`config.mk`:
```
export PLATFORM = sky130hd
export DESIGN_NAME = instr_fetch_sequencer_flat
export DESIGN_NICKNAME = d
export VERILOG_FILES = /design/src/rtl/instr_fetch_sequencer_pkg.sv /design/src/rtl/instr_fetch_sequencer_if.sv /design/src/rtl/instr_fetch_sequencer_stack.sv /design/src/rtl/instr_fetch_sequencer.sv /design/src/flat_wrapper.sv
export SDC_FILE = /design/constraint.sdc
export NUM_CORES = 1
export LEC_CHECK = 0
export CAP_MARGIN = 15
export CORE_ASPECT_RATIO = 0.5
export CORE_MARGIN = 10
export CORE_UTILIZATION = 55
export CTS_BUF_LIST = sky130_fd_sc_hd__clkbuf_16
export DETAILED_ROUTE_END_ITERATION = 10
export PLACE_DENSITY = 0.8
export SKIP_CTS_REPAIR_TIMING = 1
export SYNTH_ARGS = -nofsm -noshare
export SYNTH_HDL_FRONTEND = slang
export SYNTH_SLANG_ARGS = --single-unit
```
`constraint.sdc`:
```
create_clock -name clk -period 3.1 [get_ports clk]
set_clock_uncertainty 0.2 [all_clocks]
set_input_delay 0.62 -clock clk [delete_from_list [all_inputs] [get_ports clk]]
set_output_delay 0.62 -clock clk [all_outputs]
set_load 0.02 [all_outputs]
```
`src/rtl/instr_fetch_sequencer_pkg.sv`:
```
// Shared definitions for the fetch sequencer and the instruction decoder:
// machine-cycle phases, opcode groups and the fetch state.
package instr_fetch_sequencer_pkg;

    localparam int PC_W        = 12;
    localparam int STACK_DEPTH = 3;

    localparam logic [2:0] PH_A1 = 3'd0;
    localparam logic [2:0] PH_A2 = 3'd1;
    localparam logic [2:0] PH_A3 = 3'd2;
    localparam logic [2:0] PH_M1 = 3'd3;
    localparam logic [2:0] PH_M2 = 3'd4;
    localparam logic [2:0] PH_X1 = 3'd5;
    localparam logic [2:0] PH_X2 = 3'd6;
    localparam logic [2:0] PH_X3 = 3'd7;

    localparam logic [3:0] OP_JCN     = 4'h1;
    localparam logic [3:0] OP_FIM_SRC = 4'h2;
    localparam logic [3:0] OP_FIN_JIN = 4'h3;
    localparam logic [3:0] OP_JUN     = 4'h4;
    localparam logic [3:0] OP_JMS     = 4'h5;
    localparam logic [3:0] OP_ISZ     = 4'h7;
    localparam logic [3:0] OP_BBL     = 4'hC;

    typedef enum logic {
        FIRST  = 1'b0,
        SECOND = 1'b1
    } fetch_state_e;

    // FIM and FIN share their opcode with SRC and JIN; only an even opa is two-cycle.
    function automatic logic is_two_cycle(input logic [3:0] opr, input logic opa_lsb);
        case (opr)
            OP_JCN, OP_JUN, OP_JMS, OP_ISZ: return 1'b1;
            OP_FIM_SRC, OP_FIN_JIN:         return !opa_lsb;
            default:                        return 1'b0;
        endcase
    endfunction

endpackage

```
`src/rtl/instr_fetch_sequencer_if.sv`:
```
// Fetch-to-decoder/ROM signal bundle. The master modport is the fetch side.
interface instr_fetch_sequencer_if;
    import instr_fetch_sequencer_pkg::*;

    // No valid/ready: every signal is phase-timed against cycle, which the fetch
    // side owns; romData is sampled at M1/M2, ccIn/iszZero at X3.
    logic [3:0]      romData;
    logic            ccIn;
    logic            iszZero;
    logic [7:0]      pairData;
    logic [2:0]      cycle;
    logic            sync;
    logic [3:0]      busOut;
    logic            busOe;
    logic [3:0]      opr;
    logic [3:0]      opa;
    logic [7:0]      byte2;
    logic [7:0]      finData;
    logic            secondCycle;
    logic [PC_W-1:0] pc;

    modport master (
        input  romData, ccIn, iszZero, pairData,
        output cycle, sync, busOut, busOe, opr, opa, byte2, finData, secondCycle, pc
    );

    modport slave (
        output romData, ccIn, iszZero, pairData,
        input  cycle, sync, busOut, busOe, opr, opa, byte2, finData, secondCycle, pc
    );

endinterface

```
`src/rtl/instr_fetch_sequencer_stack.sv`:
```
// Three-entry circular return stack; overflow overwrites the oldest entry and
// underflow simply reads whatever the wrapped pointer addresses.
module return_stack3
    import instr_fetch_sequencer_pkg::*;
(
    input  logic            clk,
    input  logic            rstN,
    input  logic            push_i,
    input  logic            pop_i,
    input  logic [PC_W-1:0] push_data_i,
    output logic [PC_W-1:0] pop_data_o
);
    logic [PC_W-1:0] entry_q [STACK_DEPTH];
    logic [1:0]      ptr_q, ptr_d, ptr_inc, ptr_dec;

    assign ptr_inc    = (ptr_q == 2'(STACK_DEPTH - 1)) ? 2'd0 : ptr_q + 2'd1;
    assign ptr_dec    = (ptr_q == 2'd0) ? 2'(STACK_DEPTH - 1) : ptr_q - 2'd1;
    // Pop retreats then reads, so the popped value sits one below the pointer.
    assign pop_data_o = entry_q[ptr_dec];

    always_comb begin
        ptr_d = ptr_q;
        if (push_i)     ptr_d = ptr_inc;
        else if (pop_i) ptr_d = ptr_dec;
    end

    always_ff @(posedge clk or negedge rstN) begin
        if (!rstN) begin
            ptr_q <= 2'd0;
            for (int i = 0; i < STACK_DEPTH; i++) entry_q[i] <= '0;
        end else begin
            ptr_q <= ptr_d;
            if (push_i) entry_q[ptr_q] <= push_data_i;
        end
    end

endmodule

```
`src/rtl/instr_fetch_sequencer.sv`:
```
// Fetch side of the 4004-style core: phase counter, program counter, ROM
// address/instruction capture on the multiplexed bus, and PC redirection.
module instr_fetch_sequencer
    import instr_fetch_sequencer_pkg::*;
(
    input  logic                    clk,
    input  logic                    rstN,
    instr_fetch_sequencer_if.master bus
);
    logic [2:0]      cycle_q;
    fetch_state_e    state_q, state_d;
    logic [PC_W-1:0] pc_q, pc_d;
    logic [3:0]      opr_q, opr_d, opa_q, opa_d;
    logic [7:0]      byte2_q, byte2_d, fin_data_q, fin_data_d;
    logic [PC_W-1:0] fetch_addr, pop_addr;
    logic            is_second, is_fin, at_x3, push, pop;

    assign is_second  = (state_q == SECOND);
    assign is_fin     = is_second && (opr_q == OP_FIN_JIN);
    assign at_x3      = (cycle_q == PH_X3);
    assign push       = at_x3 && is_second && (opr_q == OP_JMS);
    assign pop        = at_x3 && !is_second && (opr_q == OP_BBL);
    assign fetch_addr = is_fin ? {pc_q[PC_W-1:8], bus.pairData} : pc_q;

    always_comb begin
        state_d = state_q;
        if (at_x3) state_d = (!is_second && is_two_cycle(opr_q, opa_q[0])) ? SECOND : FIRST;
    end

    // opr/opa only load in the first cycle so the decoder sees them stable across both.
    always_comb begin
        opr_d      = opr_q;
        opa_d      = opa_q;
        byte2_d    = byte2_q;
        fin_data_d = fin_data_q;
        if (cycle_q == PH_M1) begin
            if (!is_second)  opr_d           = bus.romData;
            else if (is_fin) fin_data_d[7:4] = bus.romData;
            else             byte2_d[7:4]    = bus.romData;
        end else if (cycle_q == PH_M2) begin
            if (!is_second)  opa_d           = bus.romData;
            else if (is_fin) fin_data_d[3:0] = bus.romData;
            else             byte2_d[3:0]    = bus.romData;
        end
    end

    // Redirects at X3 use the already-incremented page, hence the JCN/ISZ page quirk.
    always_comb begin
        pc_d = pc_q;
        if (cycle_q == PH_M2 && !is_fin) pc_d = pc_q + PC_W'(1);
        if (at_x3) begin
            if (is_second) begin
                case (opr_q)
                    OP_JUN, OP_JMS: pc_d = {opa_q, byte2_q};
                    OP_JCN:         if (bus.ccIn)     pc_d = {pc_q[PC_W-1:8], byte2_q};
                    OP_ISZ:         if (!bus.iszZero) pc_d = {pc_q[PC_W-1:8], byte2_q};
                    default:        ;
                endcase
            end else begin
                case (opr_q)
                    OP_FIN_JIN: if (opa_q[0]) pc_d = {pc_q[PC_W-1:8], bus.pairData};
                    OP_BBL:     pc_d = pop_addr;
                    default:    ;
                endcase
            end
        end
    end

    always_ff @(posedge clk or negedge rstN) begin
        if (!rstN) begin
            cycle_q    <= PH_A1;
            state_q    <= FIRST;
            pc_q       <= '0;
            opr_q      <= '0;
            opa_q      <= '0;
            byte2_q    <= '0;
            fin_data_q <= '0;
        end else begin
            cycle_q    <= cycle_q + 3'd1;
            state_q    <= state_d;
            pc_q       <= pc_d;
            opr_q      <= opr_d;
            opa_q      <= opa_d;
            byte2_q    <= byte2_d;
            fin_data_q <= fin_data_d;
        end
    end

    return_stack3 u_stack (
        .clk         (clk),
        .rstN        (rstN),
        .push_i      (push),
        .pop_i       (pop),
        .push_data_i (pc_q),
        .pop_data_o  (pop_addr)
    );

    always_comb begin
        case (cycle_q)
            PH_A1:   bus.busOut = fetch_addr[3:0];
            PH_A2:   bus.busOut = fetch_addr[7:4];
            PH_A3:   bus.busOut = fetch_addr[11:8];
            default: bus.busOut = 4'h0;
        endcase
    end

    assign bus.cycle       = cycle_q;
    assign bus.sync        = at_x3;
    assign bus.busOe       = (cycle_q <= PH_A3);
    assign bus.opr         = opr_q;
    assign bus.opa         = opa_q;
    assign bus.byte2       = byte2_q;
    assign bus.finData     = fin_data_q;
    assign bus.secondCycle = is_second;
    assign bus.pc          = pc_q;

endmodule

```
`src/flat_wrapper.sv`:
```
// flat-port wrapper written by rule: the top's interface ports become plain ports
module instr_fetch_sequencer_flat import instr_fetch_sequencer_pkg::*;
  (clk, rstN, bus_romData, bus_ccIn, bus_iszZero, bus_pairData, bus_cycle, bus_sync, bus_busOut, bus_busOe, bus_opr, bus_opa, bus_byte2, bus_finData, bus_secondCycle, bus_pc);
  instr_fetch_sequencer_if bus_i ();
  input  logic clk;
  input  logic rstN;
  input wire logic [$bits(bus_i.romData)-1:0] bus_romData;
  input wire logic [$bits(bus_i.ccIn)-1:0] bus_ccIn;
  input wire logic [$bits(bus_i.iszZero)-1:0] bus_iszZero;
  input wire logic [$bits(bus_i.pairData)-1:0] bus_pairData;
  output wire logic [$bits(bus_i.cycle)-1:0] bus_cycle;
  output wire logic [$bits(bus_i.sync)-1:0] bus_sync;
  output wire logic [$bits(bus_i.busOut)-1:0] bus_busOut;
  output wire logic [$bits(bus_i.busOe)-1:0] bus_busOe;
  output wire logic [$bits(bus_i.opr)-1:0] bus_opr;
  output wire logic [$bits(bus_i.opa)-1:0] bus_opa;
  output wire logic [$bits(bus_i.byte2)-1:0] bus_byte2;
  output wire logic [$bits(bus_i.finData)-1:0] bus_finData;
  output wire logic [$bits(bus_i.secondCycle)-1:0] bus_secondCycle;
  output wire logic [$bits(bus_i.pc)-1:0] bus_pc;
  assign bus_i.romData = bus_romData;
  assign bus_i.ccIn = bus_ccIn;
  assign bus_i.iszZero = bus_iszZero;
  assign bus_i.pairData = bus_pairData;
  assign bus_cycle = bus_i.cycle;
  assign bus_sync = bus_i.sync;
  assign bus_busOut = bus_i.busOut;
  assign bus_busOe = bus_i.busOe;
  assign bus_opr = bus_i.opr;
  assign bus_opa = bus_i.opa;
  assign bus_byte2 = bus_i.byte2;
  assign bus_finData = bus_i.finData;
  assign bus_secondCycle = bus_i.secondCycle;
  assign bus_pc = bus_i.pc;
  instr_fetch_sequencer u_core (.clk(clk), .rstN(rstN), .bus(bus_i));
endmodule
```
Word-level counts from Yosys, hierarchy flattened

Cells that the tools add are included.

Add/sub/neg operators: 4
$mul: 0
Div/mod/pow operators: 0
$lt $le $gt $ge: 4
Equal/unequal tests: 16
Shifts and indexed selects: 0
Muxes and demuxes: 23
Bitwise operators: 5
Reductions and logical operators: 24

Operators with widths:

| cell                    | number |
|---|---|
| $mux W12                | 9 |
| $bwmux W36              | 1 |
| $pmux W12 S3            | 1 |
| $bmux W12 S2            | 1 |
| $demux W12 S2           | 1 |
| $pmux W12 S2            | 1 |
| $add A12 B1 Y12 const B | 1 |
| $eq A4 B3 Y1 const B    | 3 |
| $pmux W4 S3             | 1 |
| $reduce_and A3 Y1       | 4 |
| $eq A4 B2 Y1 const B    | 2 |
| $logic_and A1 B1 Y1     | 8 |
| $mux W2                 | 4 |
| $mux W8                 | 1 |
| $ne A4 B4 Y1 const B    | 2 |
| $reduce_and A4 Y1       | 2 |
| $eq A3 B2 Y1 const B    | 2 |
| $eq A3 B3 Y1 const B    | 2 |
| $ge A3 B3 Y1 const B    | 2 |
| $not A2 Y3              | 2 |
| $eq A4 B1 Y1 const B    | 1 |
| $eq A4 B4 Y1 const B    | 1 |
| $ne A4 B3 Y1 const B    | 1 |
| $reduce_or A2 Y1        | 2 |
| 16 further kinds        | 21 |

Register bits after elaboration: 78
Bits in latches: 0
Memory bits (writable): 0
Bits in read-only memories: 0
Input port bits: 16
Output and inout port bits: 46
Word-level logic and storage cells: 90
Memories: 0

Longest topological paths before layout

Depth in word-level cells: 9
Mapped depth: 9

Cells and area by module

A second synthesis with hierarchy kept.

Cells, all modules: 337
Area, all modules: 4335.4 um2

Modules (own cells, without submodules):

| module                | instances | cells each | area an instance (um2) | seq. area each (um2) |
|---|---|---|---|---|
| instr_fetch_sequencer | 1         | 213        | 2411.1                 | 1001.0 |
| return_stack3         | 1         | 124        | 1924.3                 | 950.9 |

Least setup slack after synthesis

Ideal clock, no wire load.

Kind: reg-to-output
From: reg u_core.opr_q[2], in the netlist u_core.bus.opr[2]
To: out bus_busOut[1]
Arrival: 1.778 ns
Required time: 2.280 ns
Path slack: 0.502 ns
Cell stages (with the launch flop): 7
Buffers on the path: 1
Path through: dfrtp_1 nand4bb_4 nor2_1 buf_2 mux2_2 a22oi_1 a21oi_1

Longest elaborated chain between the ends: 4

RTL lines:

| element                | RTL line                    | text |
|---|---|---|
| from (decl)            | instr_fetch_sequencer.sv:13 | `logic [3:0] opr_q, opr_d, opa_q, opa_d;` |
| from (signal assigned) | instr_fetch_sequencer.sv:82 | `opr_q <= opr_d;` |
| $eq A4 B2 Y1           | instr_fetch_sequencer.sv:19 | `assign is_fin = is_second && (opr_q == OP_FIN_JIN);` |
| $logic_and A1 B1 Y1    | instr_fetch_sequencer.sv:19 |  |
| $mux W8                | instr_fetch_sequencer.sv:23 | `assign fetch_addr = is_fin ? {pc_q[PC_W-1:8], bus.pairData} : pc_q;` |
| $pmux W4 S3            | instr_fetch_sequencer.sv:99 | `case (cycle_q)` |
| to (decl)              | flat_wrapper.sv:13          | `output wire logic [$bits(bus_i.busOut)-1:0] bus_busOut;` |

No other way between the ends.

Worst setup path in the final report

From: reg u_core.opr_q[2], in the netlist u_core.bus.opr[2]
To: out bus_busOut[2]

Same word-level chain as after synthesis.

==> impl_metrics.tcl <==
set metrics [dict create \
    cp-end-kind "output pin" \
    max_clock_freq_ghz 0.340 \
    synth.area.top_cells "dfrtp_1, mux2_2, mux2_4, ha_1, mux2i_1" \
    hpwl_um 8350 \
    syn_area_per_cell_um2 11.6 \
    core.rowCount 22 \
    htree_num_levels 3 \
    io_pins 62 \
    ys_ff_latch 78 \
    core_um2 7490 \
    critPathLaunch "u_core.bus.opr[2]" \
    grt_pass1_vias 3464 \
    tritoncts "built" \
    routedWlPerCell_um 21.4 \
    fillers 550 \
    maxSlewHeadroom 0.462 \
    die_h_um 82.6 \
    synthesis.nets 401 \
    worstPathMaxFanout 12 \
    power.total_mw 3.78 \
    final.period_utilization 0.949 \
    crit_chain "nand4bb_4, nor2_1, buf_4, mux2_2, a22oi_1, a21oi_1, dlymetal6s2s_1" \
    hold_slack_ns 0.110 \
    critPathBufInv 2 \
    drtPass1Iterations 5 \
    numCtsBuffers 9 \
    cellPowerDensity_nw_per_um2 715 \
    design_area_um2 5280 \
    root_buffer "clkbuf_16" \
    antennaDiodeCount 0 \
    reg2reg_depth 5 \
    cp.depth 7 \
    rsz0062_at_grt "no" \
    fin_nets 460 \
    die_w_um 145 \
    layout_setup_ws_ns 0.157 \
    grt_pass1_wl_um 18800 \
    async_reset_ff_frac 1.00 \
    place_area_um2 5000 \
    dieArea_um2 12000 \
    drv_cap 0 \
    grt_max_degree 79 \
    drive_gt1_frac 0.213 \
    yosysSeqAreaShare 0.452 \
    ys.flop_type "dfrtp_1" \
    min_period_ns 2.94 \
    path_class "reg2out" \
    setup_viol 0 \
    cp.arrival_ns 2.12 \
    via_count 3300 \
    r2r_end "u_core.u_stack.entry_q[16]" \
    yosys.cell_types.count 52 \
    cp-start-kind "register" \
    min_path_type "in2async" \
    clock_latency_ns 0.34 \
    grt_antenna_before_repair 0 \
    yosys_warnings 0 \
    r2r-start "u_core.bus.cycle[2]" \
    crit_path_end "bus_busOut[2]" \
    drt_iter0_markers 345 \
    cp_top_family "buffers and inverters" \
    syn_inst 372 \
    drt-total-wl_um 11600 \
    clk_path_buf_depth 2 \
    synth_area_um2 4320 \
    yosysTopAreaCell "dfrtp_1" \
    cp_data_required_time_ns 2.28 \
    ant_nets 0 \
    place_congestion 0.903 \
    setup_total_negative_slack_ns 0 \
    synth-edff-count 0 \
    area_growth_pct 22.3 \
    cp_slowest_cell "dfrtp_1" \
    cts.sinks 78 \
    clkTransAtPathRegs_ns 0.06 \
    cpPeakStageDelay_ns 0.37 \
    synth_top_area_share 0.452 \
    vdd_drop_max_uv 443 \
    status "finished clean" \
    io_buffers 61 \
    drcViolationCount 0 \
    p_leak_nw 2.44 \
    initial_core_util 0.577 \
    place_ws_ns 0.136 \
    vias_per_cell 6.07 \
    drv_slew 0 \
    finalHoldViolCount 0 \
    worstMarginPinSlew_ns 0.805 \
    overflow 0 \
    r2r_slack_ns 0.44 \
    gr-usage-all-layers 0.197 \
]
[report_power, final]
group | switching, mW | total (mW) | internal [mW]
Combinational | 0.711 | 1.37 | 0.658
Clock | 0.413 | 0.949 | 0.535
Sequential | 0.276 | 1.46 | 1.18
[layout make-up]
type / instances / area, µm² / area share
Clock inverter: 7 / 41.3 / 0.00782
Inverter: 10 / 37.5 / 0.00711
Tap cell: 108 / 135 / 0.0256
Clock buffer: 9 / 225 / 0.0427
Multi-Input combinational cell: 260 / 2180 / 0.413
Sequential cell: 78 / 1950 / 0.370
Timing Repair Buffer: 72 / 711 / 0.135
[sequential cells by signal (all words and copies together), names as in the netlist]
| signal | cells |
|---|---|
| u_core.u_stack.entry_q | 36 |
| u_core.bus.pc | 12 |
| u_core.bus.byte2 | 8 |
| u_core.bus.finData | 8 |
| u_core.bus.opa | 4 |
| u_core.bus.opr | 4 |
| u_core.bus.cycle | 3 |
| u_core.u_stack.ptr_q | 2 |
| u_core.bus.secondCycle | 1 |
[logic make-up (layout without fill, tap and decap cells)]
logic type,count (synthesis),after routing,synth area share
AND/OR/NAND/NOR,91,91,0.121
AO/OA/AOI/OAI,73,73,0.119
XOR/XNOR,11,11,0.0223
buffers and inverters,34,98,0.0438
multiplexers,72,72,0.205
flip-flops,78,78,0.452
adder cells (fa/ha/maj),13,13,0.0377
[metrics by stage]
stage                      util  instances
final                     0.705        544
after global routing      0.705        544
after CTS                 0.704        544
after detailed placement  0.668        528
after global placement    0.668        528
after floorplan               -        372
[routing by layer]
layer  wire length, µm  global-route usage  share of wire  up-vias
met5                 0                   0              0        -
li1                  -                   -              -     1487
met3               857              0.0619          0.074       22
met4               195              0.0641          0.017        0
met2              5600               0.332           0.48      148
met1              4970               0.242           0.43     1643
[worst min-delay path by stage]
stage | end | depth (start not counted) | from | slack [ns]
after CTS | u_core.bus.opr[1] | 2 | rstN | 0.13
after global placement | u_core.u_stack.entry_q[31] | 2 | u_core.u_stack.entry_q[31] | 0.26
after detailed placement | u_core.u_stack.entry_q[31] | 2 | u_core.u_stack.entry_q[31] | 0.28
after floorplan | u_core.bus.byte2[0] | 0 | rstN | 0.12
final | u_core.bus.opa[1] | 2 | rstN | 0.11
after global routing | u_core.bus.opr[1] | 2 | rstN | 0.14
[Yosys cell counts, types with 2 or more instances]
master    count
dfrtp_1      78
mux2_2       35
mux2_4       24
nand3_1      24
o21ai_0      20
nand2_1      16
nor2_1       15
ha_1         13
mux2i_1      13
a22oi_1      12
inv_1        10
a221o_1       9
buf_2         9
a21oi_1       8
clkbuf_1      7
and3_1        6
buf_6         6
xor2_1        6
nor2b_1       5
xnor2_1       5
a31oi_1       4
a22o_1        3
nand2_4       3
nand4_1       3
nor3_1        3
nor4_1        3
a21o_1        2
a222oi_1      2
and4bb_1      2
nand3b_1      2
o211ai_1      2
o21ai_1       2
[placed cells by master (no fill, tap or decap), types with 5 or more instances in the layout]
| cell | instances |
|---|---|
| a221o_1 | 9 |
| dfrtp_1 | 78 |
| o21ai_0 | 20 |
| nand3_1 | 24 |
| clkdlybuf4s50_1 | 56 |
| mux2_2 | 35 |
| clkbuf_16 | 9 |
| nor2b_1 | 5 |
| mux2_4 | 24 |
| a22oi_1 | 12 |
| mux2i_1 | 13 |
| nor2_1 | 15 |
| nand2_1 | 16 |
| ha_1 | 12 |
| xor2_1 | 6 |
| a21oi_1 | 8 |
| inv_1 | 11 |
| buf_4 | 10 |
| and3_1 | 6 |
| xnor2_1 | 5 |
Note: power is estimated with default switching activity, not from simulation.
